### src/rtl/pe_ctrl_pkg.sv
// Shared definitions for the PE controller: FSM encoding and default sizing.
package pe_ctrl_pkg;

  localparam int DEF_DATA_W     = 32;
  localparam int DEF_L_RAM_SIZE = 4;
  localparam int DEF_TIMEOUT    = 64;

  typedef enum logic [2:0] {
    S_IDLE,
    S_LOAD,
    S_FETCH,
    S_ISSUE,
    S_WAIT,
    S_DONE,
    S_ERR
  } state_t;

  // States in which a run is in progress and start must be ignored.
  function automatic logic is_busy(input state_t s);
    return s inside {S_LOAD, S_FETCH, S_ISSUE, S_WAIT};
  endfunction

endpackage

### src/rtl/pe_ctrl_wdog.sv
// Watchdog for the WAIT state: counts enabled cycles, flags when the budget is used up.
module pe_ctrl_wdog
  import pe_ctrl_pkg::*;
#(
  parameter int TIMEOUT = DEF_TIMEOUT
) (
  input  logic aclk,
  input  logic areset,
  input  logic clear,
  input  logic enable,
  output logic expired
);

  localparam int CW = $clog2(TIMEOUT + 1);

  logic [CW-1:0] cnt;

  // expired is raised during the TIMEOUT-th enabled cycle so the FSM leaves on that edge.
  assign expired = (cnt == CW'(TIMEOUT - 1));

  // Cycle counter; saturates at the expiry value rather than wrapping.
  always_ff @(posedge aclk or posedge areset) begin
    // NOTE: sequential state uses non-blocking assignments so every flop samples pre-edge values.
    if (areset) begin
      cnt <= '0;
    end else if (clear) begin
      cnt <= '0;
    end else if (enable && !expired) begin
      cnt <= cnt + CW'(1);
    end
  end

endmodule

### src/rtl/pe_ctrl.sv
// Controller that loads N weights into a PE's local RAM, then streams N operands
// through the PE one at a time and reports the final accumulated result.
module pe_ctrl
  import pe_ctrl_pkg::*;
#(
  parameter int L_RAM_SIZE = DEF_L_RAM_SIZE,
  parameter int DATA_W     = DEF_DATA_W,
  parameter int TIMEOUT    = DEF_TIMEOUT
) (
  input  logic                  aclk,
  input  logic                  areset,
  input  logic                  start,
  output logic                  busy,
  output logic                  done,
  output logic                  error,
  output logic [DATA_W-1:0]     result,
  input  logic                  s_din_valid,
  output logic                  s_din_ready,
  input  logic [DATA_W-1:0]     s_din_data,
  input  logic                  s_ain_valid,
  output logic                  s_ain_ready,
  input  logic [DATA_W-1:0]     s_ain_data,
  output logic [L_RAM_SIZE-1:0] pe_addr,
  output logic                  pe_we,
  output logic [DATA_W-1:0]     pe_din,
  output logic [DATA_W-1:0]     pe_ain,
  output logic                  pe_valid,
  input  logic                  pe_dvalid,
  input  logic [DATA_W-1:0]     pe_dout
);

  state_t                state, state_nxt;
  logic [L_RAM_SIZE-1:0] k;
  logic                  din_hs, ain_hs, last_k;
  logic                  wd_expired;

  // Ready outputs are registered and only high in their own state, so they qualify the handshake.
  assign din_hs = s_din_valid && s_din_ready;
  assign ain_hs = s_ain_valid && s_ain_ready;
  assign last_k = (k == '1);

  pe_ctrl_wdog #(.TIMEOUT(TIMEOUT)) u_wdog (
    .aclk    (aclk),
    .areset  (areset),
    .clear   (state != S_WAIT),
    .enable  (state == S_WAIT),
    .expired (wd_expired)
  );

  // State register.
  always_ff @(posedge aclk or posedge areset) begin
    if (areset) state <= S_IDLE;
    else        state <= state_nxt;
  end

  // Next-state logic; pe_dvalid is only looked at in WAIT.
  always_comb begin
    // NOTE: default assigned first so every path drives state_nxt and no latch is inferred.
    state_nxt = state;
    case (state)
      S_IDLE, S_ERR: if (start) state_nxt = S_LOAD;
      S_LOAD:        if (din_hs && last_k) state_nxt = S_FETCH;
      S_FETCH:       if (ain_hs) state_nxt = S_ISSUE;
      S_ISSUE:       state_nxt = S_WAIT;
      S_WAIT: begin
        if (pe_dvalid)       state_nxt = last_k ? S_DONE : S_FETCH;
        else if (wd_expired) state_nxt = S_ERR;
      end
      S_DONE:        state_nxt = S_IDLE;
      default:       state_nxt = S_IDLE;
    endcase
  end

  // Registered outputs and datapath; status flags decode the state being entered.
  always_ff @(posedge aclk or posedge areset) begin
    if (areset) begin
      k           <= '0;
      busy        <= 1'b0;
      done        <= 1'b0;
      error       <= 1'b0;
      result      <= '0;
      s_din_ready <= 1'b0;
      s_ain_ready <= 1'b0;
      pe_addr     <= '0;
      pe_we       <= 1'b0;
      pe_din      <= '0;
      pe_ain      <= '0;
      pe_valid    <= 1'b0;
    end else begin
      busy        <= is_busy(state_nxt);
      done        <= (state_nxt == S_DONE);
      error       <= (state_nxt == S_ERR);
      s_din_ready <= (state_nxt == S_LOAD);
      s_ain_ready <= (state_nxt == S_FETCH);
      pe_valid    <= (state_nxt == S_ISSUE);
      pe_we       <= 1'b0;
      case (state)
        S_IDLE, S_ERR: if (start) k <= '0;
        S_LOAD: begin
          if (din_hs) begin
            pe_we   <= 1'b1;
            pe_addr <= k;
            pe_din  <= s_din_data;
            k       <= last_k ? '0 : k + 1'b1;
          end
        end
        S_FETCH: begin
          if (ain_hs) begin
            pe_ain  <= s_ain_data;
            pe_addr <= k;
          end
        end
        S_WAIT: begin
          if (pe_dvalid) begin
            result <= pe_dout;
            if (!last_k) k <= k + 1'b1;
          end
        end
        default: ;
      endcase
    end
  end

endmodule

### config.mk
export PLATFORM = sky130hd
export DESIGN_NAME = pe_ctrl
export DESIGN_NICKNAME = d
export VERILOG_FILES = /design/src/rtl/pe_ctrl_pkg.sv /design/src/rtl/pe_ctrl_wdog.sv /design/src/rtl/pe_ctrl.sv
export SDC_FILE = /design/constraint.sdc
export NUM_CORES = 1
export LEC_CHECK = 0
export CAP_MARGIN = 20
export CORE_UTILIZATION = 42
export CTS_CLUSTER_SIZE = 28
export DETAILED_ROUTE_END_ITERATION = 10
export GPL_ROUTABILITY_DRIVEN = 0
export PLACE_DENSITY = 0.8
export SETUP_SLACK_MARGIN = 0.2
export SLEW_MARGIN = 30
export SYNTH_ARGS = -nofsm -noshare
export SYNTH_HDL_FRONTEND = slang
export SYNTH_SLANG_ARGS = --single-unit
### constraint.sdc
create_clock -name aclk -period 5.34 [get_ports aclk]
set_clock_uncertainty 0.2 [all_clocks]
set_input_delay 0.534 -clock aclk [delete_from_list [all_inputs] [get_ports aclk]]
set_output_delay 0.534 -clock aclk [all_outputs]
set_load 0.02 [all_outputs]
* Word level (Yosys, flattened, before mapping) *
Index checks and enable logic that the tools add are counted.

word-level totals
  register bits after elaboration = 121
  input port bits = 102
  output and inout port bits = 107
  logic and storage cells = 71

operators by class
  $add $sub $neg = 2
  eq/ne operators = 19
  multiplexer cells = 20
  reductions and logical operators = 16

operator list
  operator                                                         number
  4-bit two-way mux                                                7
  3-bit two-way mux                                                6
  3-bit == test, second input constant                             5
  3-bit one-hot mux with 5 select lines                            1
  7-bit two-way mux                                                2
  3-bit by 2-bit == test with 1-bit output, second input constant  4
  4-bit one-hot mux with 3 select lines                            1
  2-bit inequality test, second input constant                     5
  4-bit one-hot mux with 2 select lines                            1
  7-bit by 1-bit adder with 7-bit output, second input constant    1
  7-bit by 6-bit == test with 1-bit output, second input constant  1
  3-bit by 1-bit == test with 1-bit output, second input constant  2
  2-bit AND reduction                                              3
  5-bit AND reduction                                              1
  4-bit by 1-bit adder with 4-bit output, second input constant    1
  4-bit == test, second input constant                             1
  1-bit logical AND                                                4
  2-bit nonzero test                                               2
  4-bit nonzero test                                               1
  3-bit logical NOT                                                1
  3-bit inequality test, second input constant                     1
  3-bit AND reduction                                              1
  3-bit nonzero test                                               1
  1-bit two-way mux                                                2
  other kinds (2)                                                  2

* Logic depth before layout (Yosys ltp) *
  depth after elaboration = 6
  depth in mapped cells = 7
  gate-level depth less buffers = 6

* Modules after synthesis *
A second synthesis with hierarchy kept.

second synthesis, totals
  cell total of the unflattened synthesis = 324
  area, all modules = 4888.4 um2

modules (own cells, without submodules)
  module        times used  cells each  area an instance (um2)  seq. area each (um2)
  pe_ctrl       1           284         4494.3                  2852.7
  pe_ctrl_wdog  1           40          394.1                   175.2

* Worst setup path after synthesis *
No wires, ideal clock.

  kind = register to register
  start = register state[1]
  end = register result[0]
  library setup time = 0.125 ns
  data arrival time = 1.648 ns
  data required time = 5.015 ns
  slack = 3.368 ns
  cell stages (with the launch flop) = 7
  buffers on the path = 3
  clock period less this slack = 1.972 ns
  cells stage by stage = dfrtp_1 -> buf_6 -> nor3b_2 -> and2_1 -> clkbuf_1 -> buf_2 -> mux2_2

on the way
  word-level cells in the longest chain between the ends = 2

ends and longest elaborated chain
  what                                  RTL line        RTL
  from (decl)                           pe_ctrl.sv:32   state_t state, state_nxt;
  from (signal assigned)                pe_ctrl.sv:53   else state <= state_nxt;
  3-bit == test                         pe_ctrl.sv:97   case (state)
  2-bit AND reduction (no source line)  -
  to (signal assigned)                  pe_ctrl.sv:115  result <= pe_dout;
  to (decl)                             pe_ctrl.sv:16   output logic [DATA_W-1:0] result,

Every way passes these cells.
A chain may end at the register's enable or synchronous reset.

* Worst setup path in the final report *
  start = register state[0]
  end = register k[2]

on the way
  word-level cells in the longest chain between the ends = 4
  elaborated cells on any way between the ends = 12
  classes of those cells = eq/ne: 7; mux: 1; reduce/logical: 4

ends and longest elaborated chain
  what                                                                                 RTL line        RTL
  3-bit == test / 3-bit logical NOT (equally long branches)                            pe_ctrl.sv:97
  2-bit OR reduction                                                                   pe_ctrl.sv:97
  2-bit inequality test (no source line) / 3-bit nonzero test (equally long branches)  -
  5-bit AND reduction (no source line)                                                 -
  to (signal assigned)                                                                 pe_ctrl.sv:104  k <= last_k ? '0 : k + 1'b1;
  to (signal assigned)                                                                 pe_ctrl.sv:116  if (!last_k) k <= k + 1'b1;
  to (decl)                                                                            pe_ctrl.sv:33   logic [L_RAM_SIZE-1:0] k;

Parallel ways exist; a longest one is shown, timed or not.

==> impl_results.md <==
* Status: finished clean
* Commonest non-fill, non-tap cell in the layout: clkdlybuf4s50_1
* # IOs at 209
* Crit-path cells: or3b_4 -> nor2_8 -> o21ai_2 -> or4b_1 -> nand2_1
* Core box area at 10900 um2
* Pre-Repair DR Iteration Count at 4
* Root Buffer: clkbuf_16
* Critical Path Sink Type: register
* Nets@finish at between 600 and 700
* Area of the multi-input gates at approximately 1600 um2
* Main combinational cell family by area after synthesis: multiplexers
* Dpl hpwl at around 8000 um
* Critical path class: reg2reg
* IO buf count at ~210
* Post-synthesis mux area share at around a quarter
* DRC viols at 0
* Worst setup path start: state[0]
* Post-Route WL at 11200 um
* Max Used Layer: met4
* R2r startpoint: state[0]
* Max frequency at between 400 and 500 MHz
* Most used DFF post-synth: dfrtp_1
* Mapped Area at 4740 um2
* Worst setup endpoint: k[2]
* Total Negative Setup Slacks at 0 ns
* Critical Path AT at around 2.6 ns
* Worst Tran Pin Value at 0.639 ns
* GRT Total Usage at 19.8%
* Layout cell share with drive strength beyond 1 at 25.6%
* Number of global-route vias before repair at 3647
* Fillers at around 790
* CP required at 5.47 ns
* Die area at 11700 um2
* Critical Path Max Stage Delay at 0.51 ns
* Critical R2R Capture: k[2]
* Final worst path period need at 2.50 ns
* Max Slew Vio Count at 0
* RSZ-0062 raised after global routing: no
* Commonest cells after routing, fill and taps aside: clkdlybuf4s50_1, dfrtp_1, mux2_2
* Clock transition at the registers of the reported paths at around 0.06 ns
* Critical Path Fanout Max at 36
* Starting Density at 43.3%
* Peak supply drop at 297 uV
* Fin crit share at 46.7%
* Hold buffers post-CTS at 0
* Count of final hold-check violations at 0
* Layout area overhead at 61.3%
* XOR/XNOR Fraction of Synth Area at 0.924%
* Cts repair resizes at 0
* CTS tree: built
* Site row count at 38
* M1 WL at around 4500 um
* Async set-reset flop share out of synthesis at 100%
* Distinct cell type count of the synthesized netlist at 39
* Complex-gate fraction of the synthesized area at ~3.2%
* H-tree depth at 4
* Yosys reg bits at 121
* Via density at 4.96
* Final Total Pwr at around 3800 uW
* Later-pin clock latency in the skew report at 0.39 ns
* Num CTS Buffers at 17
* Hold Crit Class: reg2reg
* Post-Synth Adder-Cell Area at less than 1%
* DR WL met3 at 1030 um
* Max-slew headroom at 57.4%
* Synthesized instance count at between 300 and 400
* Final setup fails at 0
* Flop2flop setup slack at 2.84 ns
* Post-Synth Simple-Gate Area at 5.86%
* Iteration-0 DRC Markers at approximately 110
* Avg Cell Area, Syn at 15.0 um2
* Slowest cell on crit path: dfrtp_1
* CTS Sinks at 121
* Deepest clock path buffer count at 2
* N_diodes at 0
* PD cells at 493 nW/um2
* Cell leakage power at 0.00337 uW
* Post-CTS Setup Inserts at 0
* Largest net degree at the start of global routing at 73
* Syn_nets at 419
* Met2 routed WL at 5520 um
* Flip-flop and latch area at a little over 3000 um2
* Total number of vias at 3391
* Yosys warnings at 0
* Die width at around 110 um
* Wirelength per Cell at 16.4 um
* Post-synth EDFFs at 0
* Chip Height at around 110 um
* CP Launch Type: register
* Gr ovfl total at 0
* Initial antenna violation count at 0
* Maxcap violations at 0
* Global-route wire length before repair at between 15000 and 20000 um
* Sequential cell area fraction in the yosys report at 63.9%
* Cell count of the worst reg-to-reg path at 5
* Antenna-violating nets left at 0
-- Yosys cell counts (all sizes together) (2+ instances only) --
| master | count | area share [%] |
|---|---|---|
| a21o | 3 | 0.48 |
| clkbuf | 2 | 0.16 |
| o21ai | 10 | 1.1 |
| or3b | 2 | 0.42 |
| a31oi | 2 | 0.26 |
| nor2b | 2 | 0.26 |
| nor2 | 12 | 1.3 |
| nand3 | 5 | 0.53 |
| nand2b | 3 | 0.40 |
| ha | 2 | 0.53 |
| nand2 | 7 | 0.55 |
| mux2 | 99 | 24 |
| and3 | 3 | 0.40 |
| buf | 12 | 1.5 |
| or3 | 2 | 0.26 |
| inv | 3 | 0.24 |
| a21oi | 5 | 0.53 |
| dfrtp | 121 | 64 |
| xor2 | 2 | 0.37 |
| nor3b | 3 | 0.58 |
| xnor2 | 3 | 0.55 |
-- registers in the layout (all words and copies together), names as in the netlist --
signal,flops
u_wdog.cnt,7
pe_ain,32
state,3
pe_we,1
result,32
pe_din,32
s_din_ready,1
s_ain_ready,1
busy,1
pe_valid,1
k,4
pe_addr,4
error,1
done,1
-- per-layer routing --
metal,global-route usage [%],up-vias
li1,-,1548
met1,22.4,1677
met2,33.8,154
met3,7.66,12
met4,7.53,0
met5,0,-
-- worst min-delay path by stage --
stage / to / from / slack [ns] / cells past startpoint
3_3_place_gp: u_wdog.cnt[2] / u_wdog.cnt[2] / 0.27 / 1
3_5_place_dp: u_wdog.cnt[2] / u_wdog.cnt[2] / 0.29 / 1
5_1_grt: result[19] / result[19] / 0.32 / 1
6_report: u_wdog.cnt[2] / u_wdog.cnt[2] / 0.29 / 1
4_1_cts: u_wdog.cnt[2] / u_wdog.cnt[2] / 0.29 / 1
2_1_floorplan: u_wdog.cnt[2] / u_wdog.cnt[2] / 0.25 / 1
-- layout make-up --
class	instances	area share (%)
inverters	3	0.213
well taps	140	2.29
clock buffers	19	5.80
flip-flops and latches	121	39.6
multi-input cells	177	21.3
clock inverters	12	2.92
repair buffers	211	27.8
-- per-stage QoR --
stage / instance area, um2 / cells / setup slack [ns] / utilization, % / hold slack, ns
floorplan: 4740 / 315 / 1.39 / - / 0.249
global placement: 6940 / 651 / 2.52 / 63.5 / 0.272
detailed placement: 6940 / 651 / 2.44 / 63.5 / 0.286
CTS: 7610 / 682 / 2.79 / 69.6 / 0.292
global route: 7640 / 683 / 2.68 / 69.9 / 0.318
finish: 7640 / 683 / 2.84 / 69.9 / 0.292
-- power breakdown --
part	switching (uW)	leakage [uW]	internal, uW
registers	135	0.00157	1150
logic	544	0.00148	649
clock network	398	0.000319	885
total	1080	0.00337	2690
-- cells by family after synthesis --
family                     Yosys count
DFF                                121
muxes                              100
and+or+nand+nor                     46
AOI/OAI and AO/OA                   24
buffers and inverters               17
xor gates and xnor gates             5
adders and majority gates            2
-- worst max-delay path: cells and delay by family, from the launching register on --
family          cells  cell delay [ns]
simple gates        4             1.50
compound gates      1             0.21
flops               1             0.51
Note: power is estimated with default switching activity, not from simulation.
